[src/rtl/block_word_bridge.sv]
// Block-to-word bridge: serializes 256-bit block reads/writes into word beats on a narrow SRAM port.
// Optional BLOCK_WORD_BRIDGE_WRITE_VERIFY_EN adds a read-back verify pass after every block write.
module block_word_bridge #(
    parameter int ADDR_W = 16,
    parameter int WORD_W = 32,
    parameter int BEATS  = 8,
    parameter int RD_LAT = 1
) (
    input  logic                      clk,
    input  logic                      rst,
    input  logic [ADDR_W-1:0]         mem_addr_block,
    input  logic [WORD_W*BEATS-1:0]   mem_wdata_block,
    input  logic                      mem_read,
    input  logic                      mem_write,
    output logic [WORD_W*BEATS-1:0]   mem_rdata_block,
    output logic                      mem_ready,
    output logic [ADDR_W-1:0]         word_addr,
    output logic [WORD_W-1:0]         word_wdata,
    output logic                      word_we,
    output logic                      word_re,
    input  logic [WORD_W-1:0]         word_rdata,
    output logic                      verify_err
);
    localparam int BW = $clog2(BEATS);
    localparam int LO = BW + 2;
    localparam logic [BW-1:0] LAST = BW'(BEATS - 1);

    localparam logic [2:0] IDLE     = 3'd0;
    localparam logic [2:0] WR_BEATS = 3'd1;
    localparam logic [2:0] RD_ISSUE = 3'd2;
    localparam logic [2:0] RD_DRAIN = 3'd3;
    localparam logic [2:0] RESP     = 3'd4;
    localparam logic [2:0] HOLDOFF  = 3'd5;

    logic [2:0]                      state;
    logic [BW-1:0]                   beat;
    logic [BW-1:0]                   cap;
    logic [ADDR_W-1:LO]              addr_q;
    logic [BEATS-1:0][WORD_W-1:0]    wdata_q;
    logic [BEATS-2:0][WORD_W-1:0]    rbuf;
    logic [RD_LAT-1:0]               vld_pipe;
    logic                            capture;
    logic                            unused_addr_lo;

    assign unused_addr_lo = ^mem_addr_block[LO-1:0];

    // Strobes decode straight from state so a reset kills them on the very next cycle.
    assign word_we    = (state == WR_BEATS);
    assign word_re    = (state == RD_ISSUE);
    assign mem_ready  = (state == RESP);
    assign word_addr  = (word_we || word_re) ? {addr_q, beat, 2'b00} : '0;
    assign word_wdata = word_we ? wdata_q[beat] : '0;
    assign capture    = vld_pipe[RD_LAT-1];

`ifdef BLOCK_WORD_BRIDGE_WRITE_VERIFY_EN
    logic verify_q;
    logic verify_err_q;
    assign verify_err = verify_err_q;
`else
    assign verify_err = 1'b0;
`endif

    always_ff @(posedge clk) begin
        if (rst) begin
            state           <= IDLE;
            beat            <= '0;
            cap             <= '0;
            addr_q          <= '0;
            wdata_q         <= '0;
            rbuf            <= '0;
            vld_pipe        <= '0;
            mem_rdata_block <= '0;
`ifdef BLOCK_WORD_BRIDGE_WRITE_VERIFY_EN
            verify_q        <= 1'b0;
            verify_err_q    <= 1'b0;
`endif
        end else begin
            // vld_pipe[k] marks a read issued k+1 cycles ago; the last tap is a valid word_rdata.
            vld_pipe[0] <= word_re;
            for (int i = 1; i < RD_LAT; i++) vld_pipe[i] <= vld_pipe[i-1];

            if (capture) begin
                cap <= cap + 1'b1;
`ifdef BLOCK_WORD_BRIDGE_WRITE_VERIFY_EN
                if (verify_q) begin
                    if (word_rdata != wdata_q[cap]) verify_err_q <= 1'b1;
                end else
`endif
                if (cap == LAST) mem_rdata_block <= {word_rdata, rbuf};
                else             rbuf[cap]       <= word_rdata;
            end

            case (state)
                IDLE: begin
                    beat <= '0;
                    cap  <= '0;
                    if (mem_write) begin
                        addr_q  <= mem_addr_block[ADDR_W-1:LO];
                        wdata_q <= mem_wdata_block;
                        state   <= WR_BEATS;
                    end else if (mem_read) begin
                        addr_q  <= mem_addr_block[ADDR_W-1:LO];
                        state   <= RD_ISSUE;
`ifdef BLOCK_WORD_BRIDGE_WRITE_VERIFY_EN
                        verify_q <= 1'b0;
`endif
                    end
                end
                WR_BEATS: begin
                    beat <= beat + 1'b1;
                    if (beat == LAST) begin
                        beat <= '0;
`ifdef BLOCK_WORD_BRIDGE_WRITE_VERIFY_EN
                        verify_q <= 1'b1;
                        state    <= RD_ISSUE;
`else
                        state    <= RESP;
`endif
                    end
                end
                RD_ISSUE: begin
                    beat <= beat + 1'b1;
                    if (beat == LAST) begin
                        beat  <= '0;
                        state <= RD_DRAIN;
                    end
                end
                RD_DRAIN: if (capture && cap == LAST) state <= RESP;
                RESP:     state <= HOLDOFF;
                HOLDOFF:  state <= IDLE;
                default:  state <= IDLE;
            endcase
        end
    end
endmodule

[config.mk]
export PLATFORM = sky130hd
export DESIGN_NAME = block_word_bridge
export DESIGN_NICKNAME = d
export VERILOG_FILES = /design/src/rtl/block_word_bridge.sv
export SDC_FILE = /design/constraint.sdc
export NUM_CORES = 2
export LEC_CHECK = 0
export BUFFER_PORTS_ARGS = -buffer_cell sky130_fd_sc_hd__buf_2
export CAP_MARGIN = 10
export CORE_AREA = 4 4 234 236
export CTS_BUF_LIST = sky130_fd_sc_hd__clkbuf_4 sky130_fd_sc_hd__clkbuf_8 sky130_fd_sc_hd__clkbuf_16
export DETAILED_ROUTE_END_ITERATION = 8
export DIE_AREA = 0 0 238 240
export GPL_TIMING_DRIVEN = 1
export HOLD_SLACK_MARGIN = 0.02
export PLACE_DENSITY = 0.81
export RECOVER_POWER = 50
export SYNTH_ARGS = -nofsm -noshare
export SYNTH_HDL_FRONTEND = slang
export SYNTH_SLANG_ARGS = --single-unit
[constraint.sdc]
create_clock -name clk -period 4.3 [get_ports clk]
set_clock_uncertainty 0.2 [all_clocks]
set_input_delay 1.075 -clock clk [delete_from_list [all_inputs] [get_ports clk]]
set_output_delay 1.075 -clock clk [all_outputs]
set_load 0.01 [all_outputs]
==> results.toml <==
[run_status]
outcome = "finished with violations"
violations = "capacitance limit, slew limit"

[power_and_ir_drop]
power_density_nw_per_um2 = 457
p_int_uw = 11800
p_clk_frac = 0.447
combPwrFrac = 0.084
p_sw_uw = 3840
p_seq_frac = 0.469
power.leakage_uw = 0.0122
p_sw_frac = 0.245
ir_worst_vdd_v = 0.000446

[cts]
h-tree-depth = 3
postCtsHoldBufs = 0
cts_setup_buffers = 0
clock_latency_ns = 0.62
path_clk_slew_ns = 0.06
clock-root-buffer = "clkbuf_16"
numClockSinks = 757
clockBufferDepth = 3
tritoncts = "yes"
post_cts_resized = 0
cts_buffers = 76

[timing]
rsz0062_at_grt = "false"
worst_slew_pin_slew_ns = 2.56
clock.fmax_mhz = 252
worst_slack_ns = 0.333
worst_hold_slack_ns = 0.245
period_minus_slack_ns = 3.97
fin_crit_sh = 0.923
maxSlewViolCount = 104
setup_violations = 0
fin_tns_setup_ns = 0
final-hold-violation-count = 0
relSlewSlack = -0.706

[worst_setup_path]
rr_worst_depth = 7
start_kind = "flip-flop"
cp.required_ns = 3.02
regToRegSetupSlack_ns = 1.28
endpoint_kind = "output port"
cp_data_arrival_time_ns = 2.69
path_class = "reg2out"
r2r-end = "rbuf[24]"
path_max_fanout = 30
r2r_start = "cap[1]"
cp-startpoint = "beat[1]"

[route]
drt-initial-drc-count = 4183
ant_nets = 0
wire_per_inst_um = 21.4
routed_via_density = 5.99
drc = 0
first_pass_iters = 6
wl_mm = 100
via_count = 27987

[synth]
synth.avg_cell_area_um2 = 8.24
synthArstFlopShare = 0
yosysUniqueCellTypes = 43
ys_warn_count = 0
synth_area_um2 = 29100
synth-main-ff-cell = "dfxtp_1"
netlist_instances = 3535
synth_edf_count = 0
ys_seq_area_frac = 0.520
synth.ff_latch_count = 757

[placement]
hpwl_mm = 64.5
place.gp.congestion = 0.897
portBuffers = 607
pre_cts_ws_ns = 0.985

[grt]
overflow = 0
grt_pass1_vias = 25439
track_usage = 0.328
grt_pass1_wl_mm = 147
antenna_found_initial = 19
grt_max_degree = 160

[floorplan]
die_h_um = 240
num_rows = 84
die_w_um = 238
start_util = 0.555
die_area_um2 = 57100
coreArea_um2 = 52400
pin_count = 616

[finish]
area_delta_synth_final_pct = 17.8
final_core_util = 0.654
drive_gt1_frac = 0.157
final_net_count = 4222

[min_path]
hp-class = "reg2reg"
min_path_cells = 2
hold_end = "mem_rdata_block[168]"
holdCritStartpoint = "rbuf[168]"

[job]
cap_violations = 1
[cell usage in the layout, fill, tap and decap left out, types with 3 or more instances in the layout]
master and n:
clkbuf_8 13, clkbuf_4 14, and3_1 14, nor2b_1 3
nand3_1 237, buf_2 351, nor3_1 4, ha_1 4
clkinvlp_4 5, dfxtp_1 755, inv_6 3, o21ai_1 5
diode_2 15, clkinv_2 15, a32oi_1 3, nor2_1 5
nor3b_2 3, clkbuf_16 79, conb_1 3, clkbuf_1 261
buf_12 18, mux4_2 64, a21oi_1 748, o21ai_0 230
nand2_1 1025, a22o_1 32, bufinv_16 8, buf_4 27
[metrics by stage]
step           std cells  total power, uW  area [um^2]
2_1_floorplan       3537             8330        29100
3_3_place_gp        4520             8760        32000
3_5_place_dp        4520             8790        32000
4_1_cts             4657            15700        34700
5_1_grt             4670            16100        34300
6_report            4672            15700        34300
[cell usage after synthesis, types with 3 or more instances]
cell / count / share of area
a21oi_1: 748 / 0.13
a22o_1: 32 / 0.0096
a32oi_1: 3 / 0.00090
and2_1: 3 / 0.00064
and3_1: 14 / 0.0030
buf_2: 102 / 0.018
buf_4: 10 / 0.0026
buf_6: 29 / 0.011
clkbuf_1: 221 / 0.028
dfxtp_1: 757 / 0.52
ha_1: 4 / 0.0017
mux4_2: 64 / 0.050
nand2_1: 1027 / 0.13
nand3_1: 237 / 0.041
nor2_1: 5 / 0.00064
nor2b_1: 5 / 0.0011
nor3_1: 5 / 0.00086
nor3b_1: 3 / 0.00077
o21ai_0: 230 / 0.040
o21ai_1: 5 / 0.00086
[kinds of logic (layout without fill, tap and decap cells)]
logic type	after synthesis	after routing	synth area share
and+or+nand+nor	1313	1313	0.185
AOI/OAI and AO/OA	1025	1025	0.181
DFF	757	757	0.520
buffers and inverters	367	799	0.0605
muxes	66	66	0.0502
adders and majority gates	4	4	0.00172
xor gates and xnor gates	2	2	0.000602
other	1	18	0.000129
[critical path, cell delays in order (launching register included)]
cell     delay [ns]
dfxtp_2        0.90
buf_12         0.29
mux4_2         0.43
a22o_1         0.27
buf_2          0.15
[area by class of cell]
class | instances | area (um^2)
diodes | 15 | 37.5
multi-input cells | 2413 | 12300
inverters | 2 | 7.51
well taps | 688 | 861
repair buffers | 660 | 3320
flip-flops and latches | 757 | 15200
clock inverters | 33 | 412
fillers | 4468 | 18100
clock buffers | 104 | 2250
[power groups by stage]
stage	registers [uW]	clock network, uW	logic [uW]
final	7360	7010	1310
after CTS	7350	7040	1290
after global placement	7500	0	1260
after detailed placement	7510	0	1280
after floorplan	7440	0	889
after global routing	7380	7330	1400
[sequential cells by signal, indices dropped and copies added (netlist names)]
name	count
cap	3
mem_rdata_block	256
beat	3
wdata_q	256
rbuf	224
capture	1
state	3
addr_q	11
[worst max-delay path by stage]
stage	slack (ns)	endpoint
after floorplan	1.47	word_wdata[10]
after global placement	0.99	word_wdata[13]
after detailed placement	0.99	word_wdata[13]
after CTS	0.31	word_wdata[13]
after global routing	0.13	rbuf[51]
final	0.33	word_wdata[6]
[layer usage]
layer	GRT usage	up-vias	wire length, um
met2	0.490	1650	45000
li1	-	12677	-
met4	0.182	8	6060
met5	0	-	55
met1	0.434	13289	37500
met3	0.0886	363	11400
Power figures use the tool's default switching activity.
